===== src/rtl/bus_arbiter_pkg.sv =====
`default_nettype none
// +----------------------------------------------------------------------------+
// | Module      : bus_arbiter_pkg                                              |
// | Description : Shared bus constants, arbiter FSM encoding and defaults.     |
// | Revision    : 1.0 - initial release                                        |
// +----------------------------------------------------------------------------+
package bus_arbiter_pkg;

    localparam int c_addr_width     = 12;
    localparam int c_data_width     = 8;
    localparam int c_hold_limit_def = 64;

    localparam logic [1:0] c_st_idle    = 2'd0;
    localparam logic [1:0] c_st_grant   = 2'd1;
    localparam logic [1:0] c_st_release = 2'd2;

endpackage
`default_nettype wire


===== src/rtl/bus_arbiter_rr_select.sv =====
`default_nettype none
// +----------------------------------------------------------------------------+
// | Module      : rr_select                                                    |
// | Description : Combinational round-robin pick starting at index ptr.        |
// | Revision    : 1.0 - initial release                                        |
// +----------------------------------------------------------------------------+
module rr_select
    import bus_arbiter_pkg::*;
#(
    parameter int N = 2,
    parameter int W = 1
) (
    input  logic [N-1:0] req,
    input  logic [W-1:0] ptr,
    output logic         valid,
    output logic [W-1:0] idx
);

    logic [W:0] w_cand;

    // Walk offsets from farthest to nearest so the nearest requester wins last.
    always_comb begin
        valid  = 1'b0;
        idx    = '0;
        w_cand = '0;
        for (int i = N - 1; i >= 0; i--) begin
            w_cand = {1'b0, ptr} + (W+1)'(i);
            if (w_cand >= (W+1)'(N)) begin
                w_cand = w_cand - (W+1)'(N);
            end
            if (req[w_cand[W-1:0]]) begin
                valid = 1'b1;
                idx   = w_cand[W-1:0];
            end
        end
    end

endmodule
`default_nettype wire


===== src/rtl/bus_arbiter.sv =====
`default_nettype none
// +----------------------------------------------------------------------------+
// | Module      : bus_arbiter                                                  |
// | Description : Round-robin bus arbiter with hold limit and turnaround.      |
// | Revision    : 1.0 - initial release                                        |
// +----------------------------------------------------------------------------+
module bus_arbiter
    import bus_arbiter_pkg::*;
#(
    parameter int NUM_MASTERS = 2,
    parameter int HOLD_LIMIT  = c_hold_limit_def
) (
    input  logic                           clk,
    input  logic                           rst,
    input  logic [NUM_MASTERS-1:0]         mreq,
    input  logic                           sready,
    output logic [NUM_MASTERS-1:0]         mgrant,
    output logic [$clog2(NUM_MASTERS)-1:0] msel,
    output logic                           bbusy,
    output logic                           tout
);

    localparam int c_sel_w  = $clog2(NUM_MASTERS);
    localparam int c_hold_w = $clog2(HOLD_LIMIT);

    logic [1:0]             r_state;
    logic [NUM_MASTERS-1:0] r_grant;
    logic [NUM_MASTERS-1:0] r_blocked;
    logic [c_sel_w-1:0]     r_sel;
    logic [c_sel_w-1:0]     r_last;
    logic [c_hold_w-1:0]    r_hold;
    logic                   r_tout;

    logic [NUM_MASTERS-1:0] w_eligible;
    logic [NUM_MASTERS-1:0] w_win_onehot;
    logic [c_sel_w-1:0]     w_ptr;
    logic [c_sel_w-1:0]     w_win_idx;
    logic                   w_win_valid;
    logic                   w_owner_req;
    logic                   w_hold_hit;

    assign w_eligible   = mreq & ~r_blocked;
    assign w_ptr        = (r_last == c_sel_w'(NUM_MASTERS - 1)) ? '0 : r_last + 1'b1;
    assign w_win_onehot = NUM_MASTERS'(1) << w_win_idx;
    assign w_owner_req  = mreq[r_sel];
    assign w_hold_hit   = (r_hold == c_hold_w'(HOLD_LIMIT - 1));

    rr_select #(
        .N (NUM_MASTERS),
        .W (c_sel_w)
    ) u_rr_select (
        .req   (w_eligible),
        .ptr   (w_ptr),
        .valid (w_win_valid),
        .idx   (w_win_idx)
    );

    always_ff @(posedge clk) begin
        if (rst) begin
            r_state   <= c_st_idle;
            r_grant   <= '0;
            r_sel     <= '0;
            r_last    <= c_sel_w'(NUM_MASTERS - 1);
            r_hold    <= '0;
            r_blocked <= '0;
            r_tout    <= 1'b0;
        end else begin
            r_tout    <= 1'b0;
            // A blocked master is released once its request is seen low.
            r_blocked <= r_blocked & mreq;
            case (r_state)
                c_st_idle: begin
                    if (w_win_valid && sready) begin
                        r_state <= c_st_grant;
                        r_grant <= w_win_onehot;
                        r_sel   <= w_win_idx;
                        r_last  <= w_win_idx;
                        r_hold  <= '0;
                    end
                end
                c_st_grant: begin
                    if (!w_owner_req) begin
                        r_state <= c_st_release;
                        r_grant <= '0;
                    end else if (w_hold_hit) begin
                        r_state   <= c_st_release;
                        r_grant   <= '0;
                        r_tout    <= 1'b1;
                        r_blocked <= (r_blocked & mreq) | r_grant;
                    end else begin
                        r_hold <= r_hold + 1'b1;
                    end
                end
                c_st_release: begin
                    r_state <= c_st_idle;
                end
                default: begin
                    r_state <= c_st_idle;
                    r_grant <= '0;
                end
            endcase
        end
    end

    assign mgrant = r_grant;
    assign msel   = r_sel;
    assign bbusy  = |r_grant;
    assign tout   = r_tout;

endmodule
`default_nettype wire


===== config.mk =====
export PLATFORM = sky130hd
export DESIGN_NAME = bus_arbiter
export DESIGN_NICKNAME = d
export VERILOG_FILES = /design/src/rtl/bus_arbiter_pkg.sv /design/src/rtl/bus_arbiter_rr_select.sv /design/src/rtl/bus_arbiter.sv
export SDC_FILE = /design/constraint.sdc
export NUM_CORES = 1
export LEC_CHECK = 0
export CAP_MARGIN = 5
export CORE_AREA = 2 2 42 44
export DETAILED_ROUTE_END_ITERATION = 12
export DIE_AREA = 0 0 44 46
export PLACE_DENSITY = 0.64
export SYNTH_ARGS = -nofsm -noshare
export SYNTH_HDL_FRONTEND = slang
export SYNTH_SLANG_ARGS = --single-unit

===== constraint.sdc =====
create_clock -name clk -period 1.7 [get_ports clk]
set_input_delay 0.34 -clock clk [delete_from_list [all_inputs] [get_ports clk]]
set_output_delay 0.34 -clock clk [all_outputs]
set_load 0.1 [all_outputs]

==> impl_metrics.yaml <==
cts:
  h-tree-depth: 1
  hold_buffers: 0
  clkLatencyLatePin_ps: 290
  clockBufferDepth: 2
  cts_tree: "done"
  path_clk_slew_ps: 100
  clock-sinks: 15
  clockRootBuffer: "clkbuf_4"
  cts_buffers: 3
synthesis:
  synth_top_area_share_pct: 45.9
  yosys.area.top_type: "dfxtp_1"
  syn_inst: 74
  ys_seq_area_share_pct: 45.9
  ys_types: 29
  synth_seq_cells: 15
  synthTopCellsByArea: "dfxtp_1 (46%), a21oi_1 (4.6%), nor2b_1 (3.8%)"
  synthesis.area_sq_um: 654
  yosysWarnings: 0
  syn_nets: 80
  syn_avg_cell_area_sq_um: 8.84
sta:
  finalCritPeriodShare_pct: 97.2
  finalSetupViolations: 0
  tns_ps: 0
  timing.hold.ws_ps: 500
  layout_min_cycle_time_ps: 1650
  clock.fmax_ghz: 0.605
  slew_headroom_pct: 74.2
  clock_skew_ps: 9.12
  hold_viol: 0
  tightest_slew_ps: 386
  maxSlewViolCount: 0
floorplan:
  die_h_um: 46
  start_util_pct: 40.5
  coreArea_sq_um: 1610
  num_io_pins: 10
  die_x_um: 44
  row_count: 15
  die_area_sq_um: 2020
route:
  wl_met3_um: 43
  wl_met1_um: 690
  viasPerCell: 5.50
  routed-via-count: 649
  first_pass_iters: 4
  drcViolationCount: 0
  ant_nets: 0
  dr_wl_met2_um: 731
  drt-total-wl_mm: 1.49
  wl_per_cell_um: 12.6
  highest_layer: "met4"
  drtIter0Drc: 12
final_layout:
  antenna_cells: 0
  area_delta_synth_final_pct: 47.2
  fin_nets: 108
  multi_input_area_sq_um: 349
  final_cells: 118
  fin_area_sq_um: 963
  drive_gt1_share_pct: 30.7
  n_fill_cell: 153
  ff_latch_area_sq_um: 309
global_routing:
  grt_max_degree: 10
  grtUsageTotal_pct: 16.0
  grt_first_pass_wirelength_mm: 2.33
  grt_overflow: 0
  antenna_found_initial: 0
  grt_pass1_vias: 563
setup_path:
  cp.arrival_ps: 1860
  worstSetupStartpointType: "primary input"
  startpoint: "mreq[0]"
  worstRegToRegCells: 5
  crit_type: "primary input to flop"
  worstSetupEndpointType: "flop"
  reg2reg_from: "r_hold[0]"
  required_ps: 1910
  cp_max_fo: 6
place:
  place_area_sq_um: 923
  gp_congestion: 0.860
  dpl.hpwl_mm: 1.13
  dp.cells: 113
  io_buffers: 9
outcome:
  status: "completed"
worst_hold_path:
  holdPathStages: 1
  hp-class: "flop to flop"
  hold_start: "r_hold[4]"
power:
  total_power_uw: 749
  power_density_nw_per_um2: 777
  ir_worst_vdd_v: 0.000411
  p_leak_nw: 0.351
run:
  maxCapViolations: 0
==> metrics by stage <==
stage / setup WS (ps) / utilization, %
floorplan: -70.4 / -
global placement: -264 / 57.2
detailed placement: -310 / 57.2
CTS: 46.1 / 58.9
global route: -9.09 / 59.7
finish: 47.8 / 59.7
==> layout by cell type, fill, tap and decap left out, drive strengths merged, types with 3 or more instances in the layout <==
cell type and n:
nor2b 4, nand2b 3, nand2 6, dfxtp 15
o21ai 3, clkbuf 3, nand3 3, buf 20
clkdlybuf4s50 4, a21oi 6, nor2 6
==> cells by family after synthesis <==
logic type	share of synthesized area [%]
flops	45.9
buf+inv	1.15
xor+xnor	1.34
mux	3.06
compound gates	20.1
simple gates	26.6
fa+ha+maj	1.91
==> metal layers <==
layer | GRT usage, % | up-vias
met3 | 2.38 | 4
met2 | 27.6 | 9
met5 | 0 | -
met4 | 10.9 | 0
met1 | 18.1 | 304
li1 | - | 332
==> worst max-delay path, cell delays in order <==
cell	delay, ps
clkdlybuf4s50_1	420
buf_4	140
nor2b_1	140
o211ai_1	360
nand2b_1	260
a211oi_1	210
==> power by group <==
group,internal (mW),switching [mW],leakage (nW)
logic,0.0741,0.0914,0.209
clock network,0.0874,0.121,0.0177
registers,0.362,0.0131,0.124
==> sequential cells by signal (all words and copies together), names as in the netlist <==
name	cells
mgrant	2
msel	1
r_blocked	2
r_hold	6
r_last	1
r_state	2
tout	1
==> synthesized netlist by cell type <==
| cell | n |
|---|---|
| nand3b_1 | 2 |
| or4_1 | 1 |
| inv_1 | 1 |
| nand2b_1 | 3 |
| o211ai_1 | 1 |
| nand3_1 | 3 |
| o31ai_1 | 1 |
| nor2b_1 | 4 |
| and3_1 | 1 |
| o21ai_0 | 3 |
| a22oi_1 | 2 |
| nor2_1 | 6 |
| nand2_1 | 6 |
| nor3_1 | 2 |
| a211o_1 | 1 |
| or3_1 | 2 |
| a311oi_1 | 1 |
| a311o_1 | 1 |
| a211oi_1 | 1 |
| mux2i_1 | 2 |
| xnor2_1 | 1 |
| nor4_1 | 2 |
| buf_1 | 1 |
| or2_2 | 1 |
| a31oi_1 | 2 |
| a21oi_1 | 6 |
| dfxtp_1 | 15 |
| o2111ai_1 | 1 |
| ha_1 | 1 |
==> timing repair <==
| action | 4_1_cts | 5_1_grt |
|---|---|---|
| resized for setup | 0 | 3 |
| setup buffers | 0 | 1 |
| pin swaps | 1 | 3 |
| setup endpoints to repair | 1 | 2 |
==> area by class of cell <==
class,count,area share [%]
repair buffers,24,26.2
multi-input cells,57,36.2
clock inverters,1,0.519
inverters,1,0.390
clock buffers,3,2.34
well taps,17,2.21
flip-flops and latches,15,32.1
==> final timing paths <==
path,end,slack [ps]
worst min register to register,r_hold[4],500
worst max-delay path,r_hold[4],50
worst max register to register,r_hold[2],100
worst min-delay path,r_hold[4],500
Power figures use the tool's default switching activity.
